File: src/rtl/dbg_mem_bridge.sv
// Debug memory bridge: serves command-processor reads and writes on a req/ack memory port
// while the CPU is halted, and keeps rdata current for the selected address.
module dbg_mem_bridge #(
    parameter int unsigned ADDR_W   = 30,
    parameter int unsigned TIMEOUT  = 255,
    parameter logic [31:0] ERR_WORD = 32'hDEADBEEF
) (
    input  logic              clk,
    input  logic              rst_p,
    input  logic [31:0]       addr,
    input  logic [31:0]       wdata,
    input  logic              wr_req,
    input  logic              sel_imem,
    input  logic              cpu_halt,
    output logic [31:0]       rdata,
    output logic              rdata_valid,
    output logic              wr_done,
    output logic              err,
    output logic              mem_own,
    output logic              mem_req,
    output logic              mem_we,
    output logic              mem_imem,
    output logic [ADDR_W-1:0] mem_addr,
    output logic [31:0]       mem_wdata,
    input  logic              mem_ack,
    input  logic [31:0]       mem_rdata
);

    typedef enum logic [1:0] {StIdle, StRead, StWrite} state_t;

    state_t            state_q, state_d;
    logic [ADDR_W-1:0] addr_q, wr_addr_q, wr_addr_d;
    logic              sel_q, halt_q;
    logic              wr_sel_q, wr_sel_d;
    logic [31:0]       wr_data_q, wr_data_d;
    logic              wr_pend_q, wr_pend_d;
    logic              discard_q, discard_d;
    logic [7:0]        cnt_q, cnt_d;

    logic [31:0]       rdata_d, mem_wdata_d;
    logic              valid_d, wr_done_d, err_d, mem_req_d, mem_we_d, mem_imem_d;
    logic [ADDR_W-1:0] mem_addr_d;

    logic [ADDR_W-1:0] addr_w;
    logic              chg, timed_out;
    logic              unused_addr;

    assign addr_w      = addr[ADDR_W+1:2];
    assign unused_addr = ^(addr >> (ADDR_W + 2)) ^ ^addr[1:0];
    assign mem_own     = cpu_halt;
    // Anything that makes the held rdata stale for the current request.
    assign chg         = (addr_w != addr_q) || (sel_imem != sel_q) || (halt_q && !cpu_halt);
    assign timed_out   = (cnt_q == 8'(TIMEOUT - 1));

    always_comb begin
        state_d     = state_q;
        wr_pend_d   = wr_pend_q;
        wr_addr_d   = wr_addr_q;
        wr_sel_d    = wr_sel_q;
        wr_data_d   = wr_data_q;
        discard_d   = discard_q;
        cnt_d       = cnt_q;
        rdata_d     = rdata;
        valid_d     = rdata_valid;
        wr_done_d   = 1'b0;
        err_d       = err;
        mem_req_d   = mem_req;
        mem_we_d    = mem_we;
        mem_imem_d  = mem_imem;
        mem_addr_d  = mem_addr;
        mem_wdata_d = mem_wdata;

        if (chg) valid_d = 1'b0;

        if (wr_req && state_q != StWrite) begin
            wr_pend_d = 1'b1;
            wr_addr_d = addr_w;
            wr_sel_d  = sel_imem;
            wr_data_d = wdata;
        end

        case (state_q)
            StIdle: begin
                if (wr_pend_q) begin
                    if (cpu_halt) begin
                        state_d     = StWrite;
                        mem_req_d   = 1'b1;
                        mem_we_d    = 1'b1;
                        mem_imem_d  = wr_sel_d;
                        mem_addr_d  = wr_addr_d;
                        mem_wdata_d = wr_data_d;
                        cnt_d       = '0;
                    end else begin
                        wr_done_d = 1'b1;
                        err_d     = 1'b1;
                        valid_d   = 1'b0;
                        if (!wr_req) wr_pend_d = 1'b0;
                    end
                end else if (!rdata_valid) begin
                    if (cpu_halt) begin
                        state_d    = StRead;
                        mem_req_d  = 1'b1;
                        mem_we_d   = 1'b0;
                        mem_imem_d = sel_imem;
                        mem_addr_d = addr_w;
                        cnt_d      = '0;
                        discard_d  = 1'b0;
                    end else begin
                        err_d = 1'b1;
                        if (!chg) begin
                            rdata_d = ERR_WORD;
                            valid_d = 1'b1;
                        end
                    end
                end
            end
            StRead, StWrite: begin
                if (mem_ack || timed_out) begin
                    state_d   = StIdle;
                    mem_req_d = 1'b0;
                    err_d     = !mem_ack;
                    if (state_q == StWrite) begin
                        wr_done_d = 1'b1;
                        wr_pend_d = 1'b0;
                        valid_d   = 1'b0;
                    end else if (!discard_q && !chg && !wr_pend_d) begin
                        rdata_d = mem_ack ? mem_rdata : ERR_WORD;
                        valid_d = 1'b1;
                    end
                end else begin
                    cnt_d = cnt_q + 8'd1;
                    if (chg) discard_d = 1'b1;
                end
            end
            default: state_d = StIdle;
        endcase
    end

    always_ff @(posedge clk) begin
        if (rst_p) begin
            state_q     <= StIdle;
            addr_q      <= '0;
            sel_q       <= 1'b0;
            halt_q      <= 1'b0;
            wr_addr_q   <= '0;
            wr_sel_q    <= 1'b0;
            wr_data_q   <= '0;
            wr_pend_q   <= 1'b0;
            discard_q   <= 1'b0;
            cnt_q       <= '0;
            rdata       <= '0;
            rdata_valid <= 1'b0;
            wr_done     <= 1'b0;
            err         <= 1'b0;
            mem_req     <= 1'b0;
            mem_we      <= 1'b0;
            mem_imem    <= 1'b0;
            mem_addr    <= '0;
            mem_wdata   <= '0;
        end else begin
            state_q     <= state_d;
            addr_q      <= addr_w;
            sel_q       <= sel_imem;
            halt_q      <= cpu_halt;
            wr_addr_q   <= wr_addr_d;
            wr_sel_q    <= wr_sel_d;
            wr_data_q   <= wr_data_d;
            wr_pend_q   <= wr_pend_d;
            discard_q   <= discard_d;
            cnt_q       <= cnt_d;
            rdata       <= rdata_d;
            rdata_valid <= valid_d;
            wr_done     <= wr_done_d;
            err         <= err_d;
            mem_req     <= mem_req_d;
            mem_we      <= mem_we_d;
            mem_imem    <= mem_imem_d;
            mem_addr    <= mem_addr_d;
            mem_wdata   <= mem_wdata_d;
        end
    end

endmodule

File: config.mk
export PLATFORM = sky130hd
export DESIGN_NAME = dbg_mem_bridge
export DESIGN_NICKNAME = d
export VERILOG_FILES = /design/src/rtl/dbg_mem_bridge.sv
export SDC_FILE = /design/constraint.sdc
export NUM_CORES = 1
export LEC_CHECK = 0
export CAP_MARGIN = 0
export CORE_AREA = 3 3 163 117
export DETAILED_ROUTE_END_ITERATION = 8
export DIE_AREA = 0 0 166 120
export PLACE_DENSITY_LB_ADDON = 0.3
export SETUP_SLACK_MARGIN = 0.5
export SYNTH_ARGS = -nofsm -noshare
export SYNTH_HDL_FRONTEND = slang
export SYNTH_SLANG_ARGS = --single-unit
File: constraint.sdc
create_clock -name clk -period 2.8 [get_ports clk]
set_input_delay 0.56 -clock clk [delete_from_list [all_inputs] [get_ports clk]]
set_output_delay 0.56 -clock clk [all_outputs]
set_load 0.01 [all_outputs]
==> results of run 1 <==
-- critical path, delay by kind of cell, from the launching register on --
family                 cells  cell delay (ps)
AO/OA/AOI/OAI              1              200
XOR/XNOR                   1              150
buffers and inverters      3              580
flip-flops                 1              330
AND/OR/NAND/NOR            3             1060
-- power by group --
part | switching [mW] | total (mW) | internal (mW)
Clock | 1.09 | 2.54 | 1.44
Sequential | 0.126 | 3.32 | 3.19
Combinational | 0.756 | 1.47 | 0.712
-- what timing repair did --
item | 4_1_cts | 5_1_grt
hold buffers | 0 | 0
pin swaps | 5 | 10
resized for setup | 39 | 27
setup endpoints to repair | 36 | 32
buffers inserted | 6 | 2
cloned | 4 | 2
-- state kept, by name, indices dropped and copies added, names as in the netlist, 2 cells and up --
| name | cells |
|---|---|
| mem_wdata | 32 |
| rdata | 32 |
| wr_data_q | 32 |
| addr_q | 30 |
| mem_addr | 30 |
| wr_addr_q | 30 |
| cnt_q | 8 |
| state_q | 2 |
-- layout by cell type (no fill, tap or decap), drive strengths merged, types with 8 or more instances in the layout --
| master | count |
|---|---|
| nand3 | 38 |
| nand2 | 113 |
| a311oi | 33 |
| a21oi | 37 |
| nor2 | 113 |
| dlygate4sd2 | 19 |
| nor4 | 8 |
| mux2i | 33 |
| dfxtp | 207 |
| buf | 54 |
| clkdlybuf4s50 | 175 |
| clkbuf | 33 |
| xor2 | 31 |
| a211oi | 33 |
| nor2b | 34 |
| inv | 19 |
| o221a | 25 |
| o32ai | 8 |
-- metrics by stage --
step                hold WS, ps  power, mW  cell area, sq um
CTS                         344       7.38             11100
finish                      364       7.32             11300
detailed placement          447       4.82             10300
global placement            443       4.79             10300
floorplan                   437       4.12              7920
global route                377       7.67             11300
-- worst paths after layout --
path / slack (ps) / endpoint / depth (start not counted) / from
worst min register to register: 460 / wr_addr_q[16] / 2 / wr_addr_q[16]
worst min-delay path: 360 / wr_addr_q[18] / 3 / addr[20]
worst max-delay path: 380 / rdata[18] / 8 / addr_q[14]
worst max register to register: 380 / rdata[18] / 8 / addr_q[14]
-- area by class of cell --
type                            instances  area, sq um  share of cell area (%)
Inverter                               20         75.1                   0.664
Multi-Input combinational cell        554         3590                    31.8
Clock buffer                           29          586                    5.18
Clock inverter                          3         17.5                   0.155
Sequential cell                       207         4150                    36.7
Timing Repair Buffer                  255         2590                    22.9
Tap cell                              236          295                    2.61
-- per-layer routing --
layer / track usage [%] / share of wire [%] / vias up
met1: 28.5 / 47 / 3116
met5: 0 / 0 / -
met2: 29.9 / 44 / 208
li1: - / - / 3367
met4: 4.10 / 1.7 / 0
met3: 6.09 / 7.6 / 39
-- cell families after synthesis --
group / count (synthesis) / share of synthesized area, %
buf+inv: 88 / 4.69
mux: 35 / 4.47
flops: 207 / 52.5
simple gates: 324 / 18.0
xor+xnor: 34 / 3.77
compound gates: 156 / 15.8
fa+ha+maj: 5 / 0.792
==> impl_metrics.ini, run 1 <==
[sta]
finalHoldViolations = 0
finalCritPeriodShare_pct = 86.3
skew_ps = 9.56
max_clock_freq_mhz = 414
slew_viol_final = 0
rsz0062_at_grt = yes
tns_ps = 0
finalSetupViolCount = 0
fin_crit_ps = 2420
slew_headroom_pct = 50.4
worst_slew_pin_slew_ps = 744
setup_slack_ps = 385

[finish]
drive_above_1_share_pct = 11.5
diodes = 0
post-route-util_pct = 63.5
fin_nets = 1165
instances_no_fill = 1304
fill_cells = 1490
area_growth_pct = 43.2

[yosys]
ys_warn_count = 0
synth-main-ff-cell = dfxtp_1
synth_edf_count = 0
async_flop_share_pct = 0
yosysSeqAreaShare_pct = 52.5
synth.avg_cell_area_sq_um = 9.30
synth_area_leader_cell = dfxtp_1
synth.distinct_cells = 50
yosysTopAreaCellShare_pct = 52.5
ys_ff_latch = 207
ys_top_cells_by_area = dfxtp_1 (52%), nand2_1 (5.4%), nor2_1 (5.4%)
synth_cells = 849
netlist_area_sq_mm = 0.00790
synthTopCellsByCount = dfxtp_1 (207), nand2_1 (113), nor2_1 (113)
synth_nets = 956
yosysMostFrequentCell = dfxtp_1

[placed_design]
dp.cells = 1258
place_ws_ps = -369
dp_hpwl_um = 13200
gp_congestion = 0.815
portBuffers = 200

[worst_hold_path]
hp-class = in -> reg

[detailed_routing]
dr.pass1.iters = 5
num_vias = 6730
routed_via_density = 5.16
wl_per_cell_um = 16.0
wirelength_um = 20900
first_iter_violations = 524
ant_nets = 0
drc_errors = 0

[critical_path]
crit_top_cell = buf_4
worstPathCellList = xor2_2, nor4_2, buf_4, nand4_1, buf_4, or4_4, clkbuf_16, o221a_1
endpoint_kind = flop
crit_path_max_incr_delay_ps = 590
cp-start-kind = flop
crit_path_top_delay_cell = or4_4
crit_type = reg -> reg
cp.required_ps = 3180
cp_max_fo = 8
cp.arrival_ps = 2790

[global_route]
grt_overflow = 0
grt_pass1_vias = 6353
grt_max_degree = 169
grt_pass1_wl_um = 33100
track_usage_pct = 19.9
grt_antenna_before_repair = 0

[power]
ir_drop_mv = 0.364
p_per_area_mw_per_mm2 = 647
power_leakage_nw = 4.35

[die]
ioPinCount = 203
core-area_sq_mm = 0.0178
chipWidth_um = 166
core.rowCount = 41
initial_core_util_pct = 44.4
die_h_um = 120
dieArea_sq_mm = 0.0199

[job]
drv_cap = 0

[cts]
cts_num_sinks = 207
cts_tree = done
root_buffer = clkbuf_16
cts_buffer_depth = 3
clock_latency_ps = 490
htree_levels = 1
clk_pin_slew_ps = 60
cts_made_buffers = 20

[run_status]
outcome = complete, no violations
No activity file was read; power rests on OpenSTA's default activity.
==> run 2, diff against run 1 <==
Settings changed: SLEW_MARGIN from default to 20.
==> results of run 2 <==
Final layout, timing and power as in run 1 (identical DEF).
